`config.mk`:
```
export PLATFORM = sky130hd
export DESIGN_NAME = instr_fetch_ctrl
export DESIGN_NICKNAME = d
export VERILOG_FILES = /design/src/rtl/proc_pkg.sv /design/src/rtl/instr_fetch_ctrl.sv
export SDC_FILE = /design/constraint.sdc
export NUM_CORES = 1
export LEC_CHECK = 0
export ABC_AREA = 1
export CAP_MARGIN = 20
export CELL_PAD_IN_SITES_DETAIL_PLACEMENT = 0
export CELL_PAD_IN_SITES_GLOBAL_PLACEMENT = 1
export CORE_AREA = 2 2 73 75
export CTS_BUF_LIST = sky130_fd_sc_hd__clkbuf_8 sky130_fd_sc_hd__clkbuf_16
export DETAILED_ROUTE_END_ITERATION = 10
export DIE_AREA = 0 0 75 77
export GPL_ROUTABILITY_DRIVEN = 0
export PLACE_DENSITY = 0.78
export SLEW_MARGIN = 5
export SYNTH_ARGS = -nofsm -noshare
export SYNTH_HDL_FRONTEND = slang
export SYNTH_SLANG_ARGS = --single-unit
```
`constraint.sdc`:
```
create_clock -name clk -period 1.3 [get_ports clk]
set_input_delay 0.26 -clock clk [delete_from_list [all_inputs] [get_ports clk]]
set_output_delay 0.26 -clock clk [all_outputs]
set_load 0.02 [all_outputs]
```
`src/rtl/proc_pkg.sv`:
```
// Shared definitions for the convolution processor front end: fetch FSM
// state encoding and the instruction-memory geometry constants.
package proc_pkg;

    localparam int         ADDR_W  = 6;
    localparam int         INSTR_W = 16;
    localparam logic [3:0] HALT_OP = 4'hF;

    typedef enum logic [2:0] {
        IDLE   = 3'd0,
        FETCH  = 3'd1,
        WAIT   = 3'd2,
        ISSUE  = 3'd3,
        HALTED = 3'd4
    } fetch_state_t;

endpackage

```
`src/rtl/instr_fetch_ctrl.sv`:
```
// Instruction fetch sequencer: owns the PC, addresses the synchronous
// instruction RAM and hands each word to the decoder over valid/ready.
module instr_fetch_ctrl #(
    parameter int                ADDR_W     = proc_pkg::ADDR_W,
    parameter int                INSTR_W    = proc_pkg::INSTR_W,
    parameter logic [ADDR_W-1:0] START_ADDR = '0,
    parameter logic [3:0]        HALT_OP    = proc_pkg::HALT_OP
) (
    input  logic               clk,
    input  logic               rst_n,
    input  logic               start,
    output logic [ADDR_W-1:0]  instr_addr,
    input  logic [INSTR_W-1:0] instr_in,
    output logic [INSTR_W-1:0] instr_out,
    output logic               instr_valid,
    input  logic               instr_ready,
    input  logic               branch_en,
    input  logic [ADDR_W-1:0]  branch_target,
    output logic [ADDR_W-1:0]  pc_out,
    output logic               busy,
    output logic               halted
);

    import proc_pkg::*;

    fetch_state_t       r_state;
    fetch_state_t       w_nextState;
    logic [ADDR_W-1:0]  r_pc;
    logic [INSTR_W-1:0] r_instrOut;
    logic [ADDR_W-1:0]  r_pcOut;
    logic               w_loadStart;
    logic               w_latch;
    logic               w_advance;
    logic               w_isHalt;

    assign w_isHalt = (r_instrOut[INSTR_W-1 -: 4] == HALT_OP);

    always_ff @(posedge clk or negedge rst_n) begin
        if (!rst_n) begin
            r_state <= IDLE;
        end else begin
            r_state <= w_nextState;
        end
    end

    always_comb begin
        w_nextState = r_state;
        w_loadStart = 1'b0;
        w_latch     = 1'b0;
        w_advance   = 1'b0;
        case (r_state)
            IDLE, HALTED: begin
                if (start) begin
                    w_nextState = FETCH;
                    w_loadStart = 1'b1;
                end
            end
            FETCH: w_nextState = WAIT;
            WAIT: begin
                w_nextState = ISSUE;
                w_latch     = 1'b1;
            end
            ISSUE: begin
                // A HALT word is still delivered, but it never moves the PC.
                if (instr_ready) begin
                    if (w_isHalt) begin
                        w_nextState = HALTED;
                    end else begin
                        w_nextState = FETCH;
                        w_advance   = 1'b1;
                    end
                end
            end
            default: w_nextState = IDLE;
        endcase
    end

    always_ff @(posedge clk or negedge rst_n) begin
        if (!rst_n) begin
            r_pc       <= '0;
            r_instrOut <= '0;
            r_pcOut    <= '0;
        end else begin
            if (w_loadStart) begin
                r_pc <= START_ADDR;
            end else if (w_advance) begin
                r_pc <= branch_en ? branch_target : r_pc + ADDR_W'(1);
            end
            if (w_latch) begin
                r_instrOut <= instr_in;
                r_pcOut    <= r_pc;
            end
        end
    end

    // The PC register is presented straight to the RAM, so it doubles as instr_addr.
    assign instr_addr  = r_pc;
    assign instr_out   = r_instrOut;
    assign pc_out      = r_pcOut;
    assign instr_valid = (r_state == ISSUE);
    assign busy        = (r_state == FETCH) || (r_state == WAIT) || (r_state == ISSUE);
    assign halted      = (r_state == HALTED);

endmodule

```
* Word level (Yosys, flattened, before mapping)
Cells that the tools add are included.
Operators by class: $add $sub $neg 1, equal/unequal tests 7, mux-type cells 13, reduce and logical (&&, ||, !) cells 6
Operators by type and width (number):
- two-way mux 6 bit | 3
- one-hot mux 3 bit (4 select lines) | 1
- two-way mux 3 bit | 3
- adder 6 x 1 -> 6 bit, second input constant | 1
- == test 3 x 2 -> 1 bit, second input constant | 2
- two-way mux 1 bit | 6
- == test 4 bit, second input constant | 1
- == test 3 x 1 -> 1 bit, second input constant | 1
- == test 3 bit, second input constant | 1
- zero test 3 bit | 1
- logical OR 1 bit | 2
- inequality test 2 x 1 -> 1 bit, second input constant | 1
- inequality test 2 bit, second input constant | 1
- AND reduction 2 bit | 1
- nonzero test 2 bit | 1
- OR reduction 2 bit | 1
Storage, ports and cells: flip-flop bits (word level) 31, logic and storage cells 31

* Logic depth before layout (Yosys ltp)
depth after elaboration 6, gate-level depth with buffers 8

* Worst setup path after synthesis
Ideal clock, no wire load.
path type reg2out, start point reg r_state[2], end point out halted, path slack 0.107 ns, arrival 0.933 ns, data required time 1.040 ns, path buffers 0, stages on the path, launching flop included 3, cell sequence dfrtp_1 -> inv_2 -> nor3_1
On the way: word-level cells in the longest chain between the ends 1
Ends and longest elaborated chain:
- start: declaration | RTL line instr_fetch_ctrl.sv:26 | fetch_state_t r_state;
- start signal: assignment | RTL line instr_fetch_ctrl.sv:42 | r_state <= w_nextState;
- == test 3 bit | RTL line instr_fetch_ctrl.sv:102 | assign halted = (r_state == HALTED);
- end: declaration | RTL line instr_fetch_ctrl.sv:21 | output logic halted
Every way passes these cells.

* Final worst setup path
start point reg r_state[1], end point out busy
On the way: word-level cells in the longest chain between the ends 3, elaborated cells on any way between the ends 5
Ends and longest elaborated chain:
- == test 3 x 1 -> 1 bit / == test 3 x 2 -> 1 bit (equally long branches) | RTL line instr_fetch_ctrl.sv:101 | assign busy = (r_state == FETCH) || (r_state == WAIT) || (r_state == ISSUE);
- logical OR 1 bit | RTL line instr_fetch_ctrl.sv:101
- logical OR 1 bit (*) | RTL line instr_fetch_ctrl.sv:101
- end: declaration | RTL line instr_fetch_ctrl.sv:20 | output logic busy,
Mark *: on every way between the ends. The rest lies on a longest branch, timed or not.

==> run_results.csv <==
group,metric,value,unit
timing,finalMaxSlewViolations,0,
floorplan,rows,26,
timing,rsz0062_at_grt,"yes",
synthesis,synth_edf_count,0,
floorplan,die_y,77,um
cells_and_area,fin_cells,329,
power_and_ir_drop,combPwrFrac,57.2,%
clocking,htree_levels,2,
place,preCtsSetupSlack,-0.2032,ns
clocking,clk_latency,0.27,ns
routing,ant_nets,0,
power_and_ir_drop,switching_share,42.47,%
global_routing,grt_pass1_wl,5968,um
clocking,clock-sinks,31,
cells_and_area,syn2layout_area_growth,66.35,%
setup_path,crit_path_end_kind,"output pin",
power_and_ir_drop,cellPowerDensity,2293,nW/um2
floorplan,die_w,75,um
cells_and_area,nets,288,
power_and_ir_drop,p_total,5.517,mW
synthesis,ys_async_sr_fraction,100.0,%
place,place_inst,318,
routing,dr.pass1.iters,4,
global_routing,grt_pass1_vias,1308,
synthesis,yosys.area.top_type,"dfrtp_1",
setup_path,worstPathRequired,1.04,ns
timing,fin_worst_skew,0.001897,ns
run_status,outcome,"finished, violations left",
global_routing,grt-ovfl-total,0,
power_and_ir_drop,clock_power_share,12.1,%
synthesis,syn_inst,181,
floorplan,coreArea,4977,um2
synthesis,synth_area_leaders,"dfrtp_1 54%, nand2_1 13%, o21ai_0 10%",
clocking,ctsHoldBuffers,0,
timing,setup_viol,2,
place,hpwl,2547,um
clocking,cts_buffer_depth,2,
timing,fmax,765.7,MHz
routing,wl_per_cell,11.30,um
global_routing,grt_max_degree,46,
power_and_ir_drop,irDropWorstVdd,0.9079,mV
setup_path,startpoint_type,"register",
timing,slew_headroom,83.87,%
clocking,clk_pin_slew,0.06,ns
clocking,root_buffer,"clkbuf_8",
timing,tightest_slew,0.2430,ns
power_and_ir_drop,power_switching,2.343,mW
synthesis,synth_nets,209,
timing,fin_ws,-0.006035,ns
setup_path,worstPathMaxFanout,4,
setup_path,crit_type,"reg -> out",
global_routing,antenna_found_initial,0,
synthesis,ys_warn_count,0,
timing,hold_viol,0,
synthesis,ys.flop_type,"dfrtp_1",
synthesis,ys_types,18,
job,cap_violations,0,
synthesis,syn_area,1446,um2
synthesis,yosysTopAreaCellShare,53.63,%
routing,drtIter0Drc,65,
routing,vias,1408,
synthesis,syn_area_per_cell,7.991,um2
clocking,cts_buffers,5,
timing,fin_crit_sh,100.5,%
synthesis,synth_seq_cells,31,
power_and_ir_drop,p_int,3.174,mW
power_and_ir_drop,leakagePower,1.254,nW
setup_path,critPathArrivalTime,1.05,ns
cells_and_area,layout_commonest_cell,"nand2_1",
routing,drcViolationCount,0,
global_routing,grt_usage,13.39,%
synthesis,yosysSeqAreaShare,53.63,%
clocking,cts_tree,"done",
floorplan,start_util,29.06,%
power_and_ir_drop,seqPwrFrac,30.7,%
floorplan,die_area,5775,um2
cells_and_area,drive_above_1_share,18.92,%
timing,holdWs,0.3380,ns
routing,wirelength,3717,um
place,port_buffers,57,
cells_and_area,final_cell_mix,"44 x nand2_1, 31 x inv_1, 30 x dfrtp_1",
cells_and_area,num_antenna_cells,0,
routing,routed_via_density,4.280,
floorplan,ios,58,
worst_hold_path,worstHoldPathType,"in -> async",
run_status,violations,"setup timing",
timing,finalCriticalPeriod,1.306,ns
==> cells in the mapped netlist, types with 2 or more instances <==
| master | number |
|---|---|
| o21ai_0 | 29 |
| a21oi_1 | 2 |
| nor2_1 | 14 |
| nand3_1 | 12 |
| nand2_1 | 49 |
| inv_1 | 31 |
| buf_2 | 3 |
| dfrtp_1 | 31 |
==> cell families after synthesis <==
| group | count (synthesis) | synth area share, % |
|---|---|---|
| AO/OA/AOI/OAI | 33 | 11.85 |
| adder cells (fa/ha/maj) | 1 | 0.8649 |
| buffers and inverters | 36 | 9.688 |
| flip-flops | 31 | 53.63 |
| AND/OR/NAND/NOR | 80 | 23.96 |
==> per-layer routing <==
layer | up-vias | wire [um] | global-route usage, %
met5 | - | 0 | 0
met4 | 0 | 49 | 3.750
met3 | 5 | 155 | 3.679
met2 | 29 | 1848 | 22.63
met1 | 655 | 1664 | 16.35
li1 | 719 | - | -
==> through the flow <==
stage	utilization [%]	area, um2	setup TNS (ns)
2_1_floorplan	-	1446	0
3_3_place_gp	44.49	2215	-0.4543
3_5_place_dp	44.49	2215	-0.6135
4_1_cts	45.22	2251	-0.05237
5_1_grt	48.34	2406	-0.3566
6_report	48.34	2406	-0.008492
==> layout make-up <==
type	instances	area [um2]
Tap cell	70	87.58
Inverter	32	120.1
Timing Repair Buffer	76	762.0
Sequential cell	31	777.0
Fill cell	531	2571
Clock buffer	5	68.82
Multi-Input combinational cell	114	586.8
Clock inverter	1	3.754
==> critical path, cell delays in order, from the launching register on <==
cell and delay, ns:
dfrtp_1 0.43, nor2_2 0.16, nor2_2 0.06, buf_6 0.12
==> power by group through the flow <==
stage | registers, mW | logic, mW | clock network, mW
after floorplan | 2.23 | 0.982 | 0
after global placement | 1.69 | 2.95 | 0
after detailed placement | 1.70 | 2.98 | 0
after CTS | 1.68 | 2.70 | 0.692
after global routing | 1.76 | 3.50 | 0.740
final | 1.70 | 3.16 | 0.666
==> registers in the layout, indices dropped and copies added (netlist names) <==
register    cells
instr_addr      6
instr_out      16
r_state         3
pc_out          6
==> what timing repair did <==
| action | CTS | global route |
|---|---|---|
| endpoints found under the setup margin | 31 | 10 |
| gates cloned | 0 | 3 |
| buffers inserted | 1 | 1 |
| pin swaps | 1 | 8 |
| resized for setup | 44 | 41 |
==> path summary, 6_finish.rpt <==
kind | endpoint | depth (start not counted) | slack (ns) | startpoint
worst max-delay path | busy | 3 | -0.006 | r_state[1]
min in group clk | instr_out[3] | 2 | 0.48 | instr_out[3]
max in group asynchronous | r_state[2] | 2 | 0.77 | rst_n
worst min-delay path | instr_out[1] | 2 | 0.34 | rst_n
worst max register to register | instr_out[14] | 6 | 0.02 | r_state[1]
worst min register to register | instr_out[3] | 2 | 0.48 | instr_out[3]
Power figures use the tool's default switching activity.
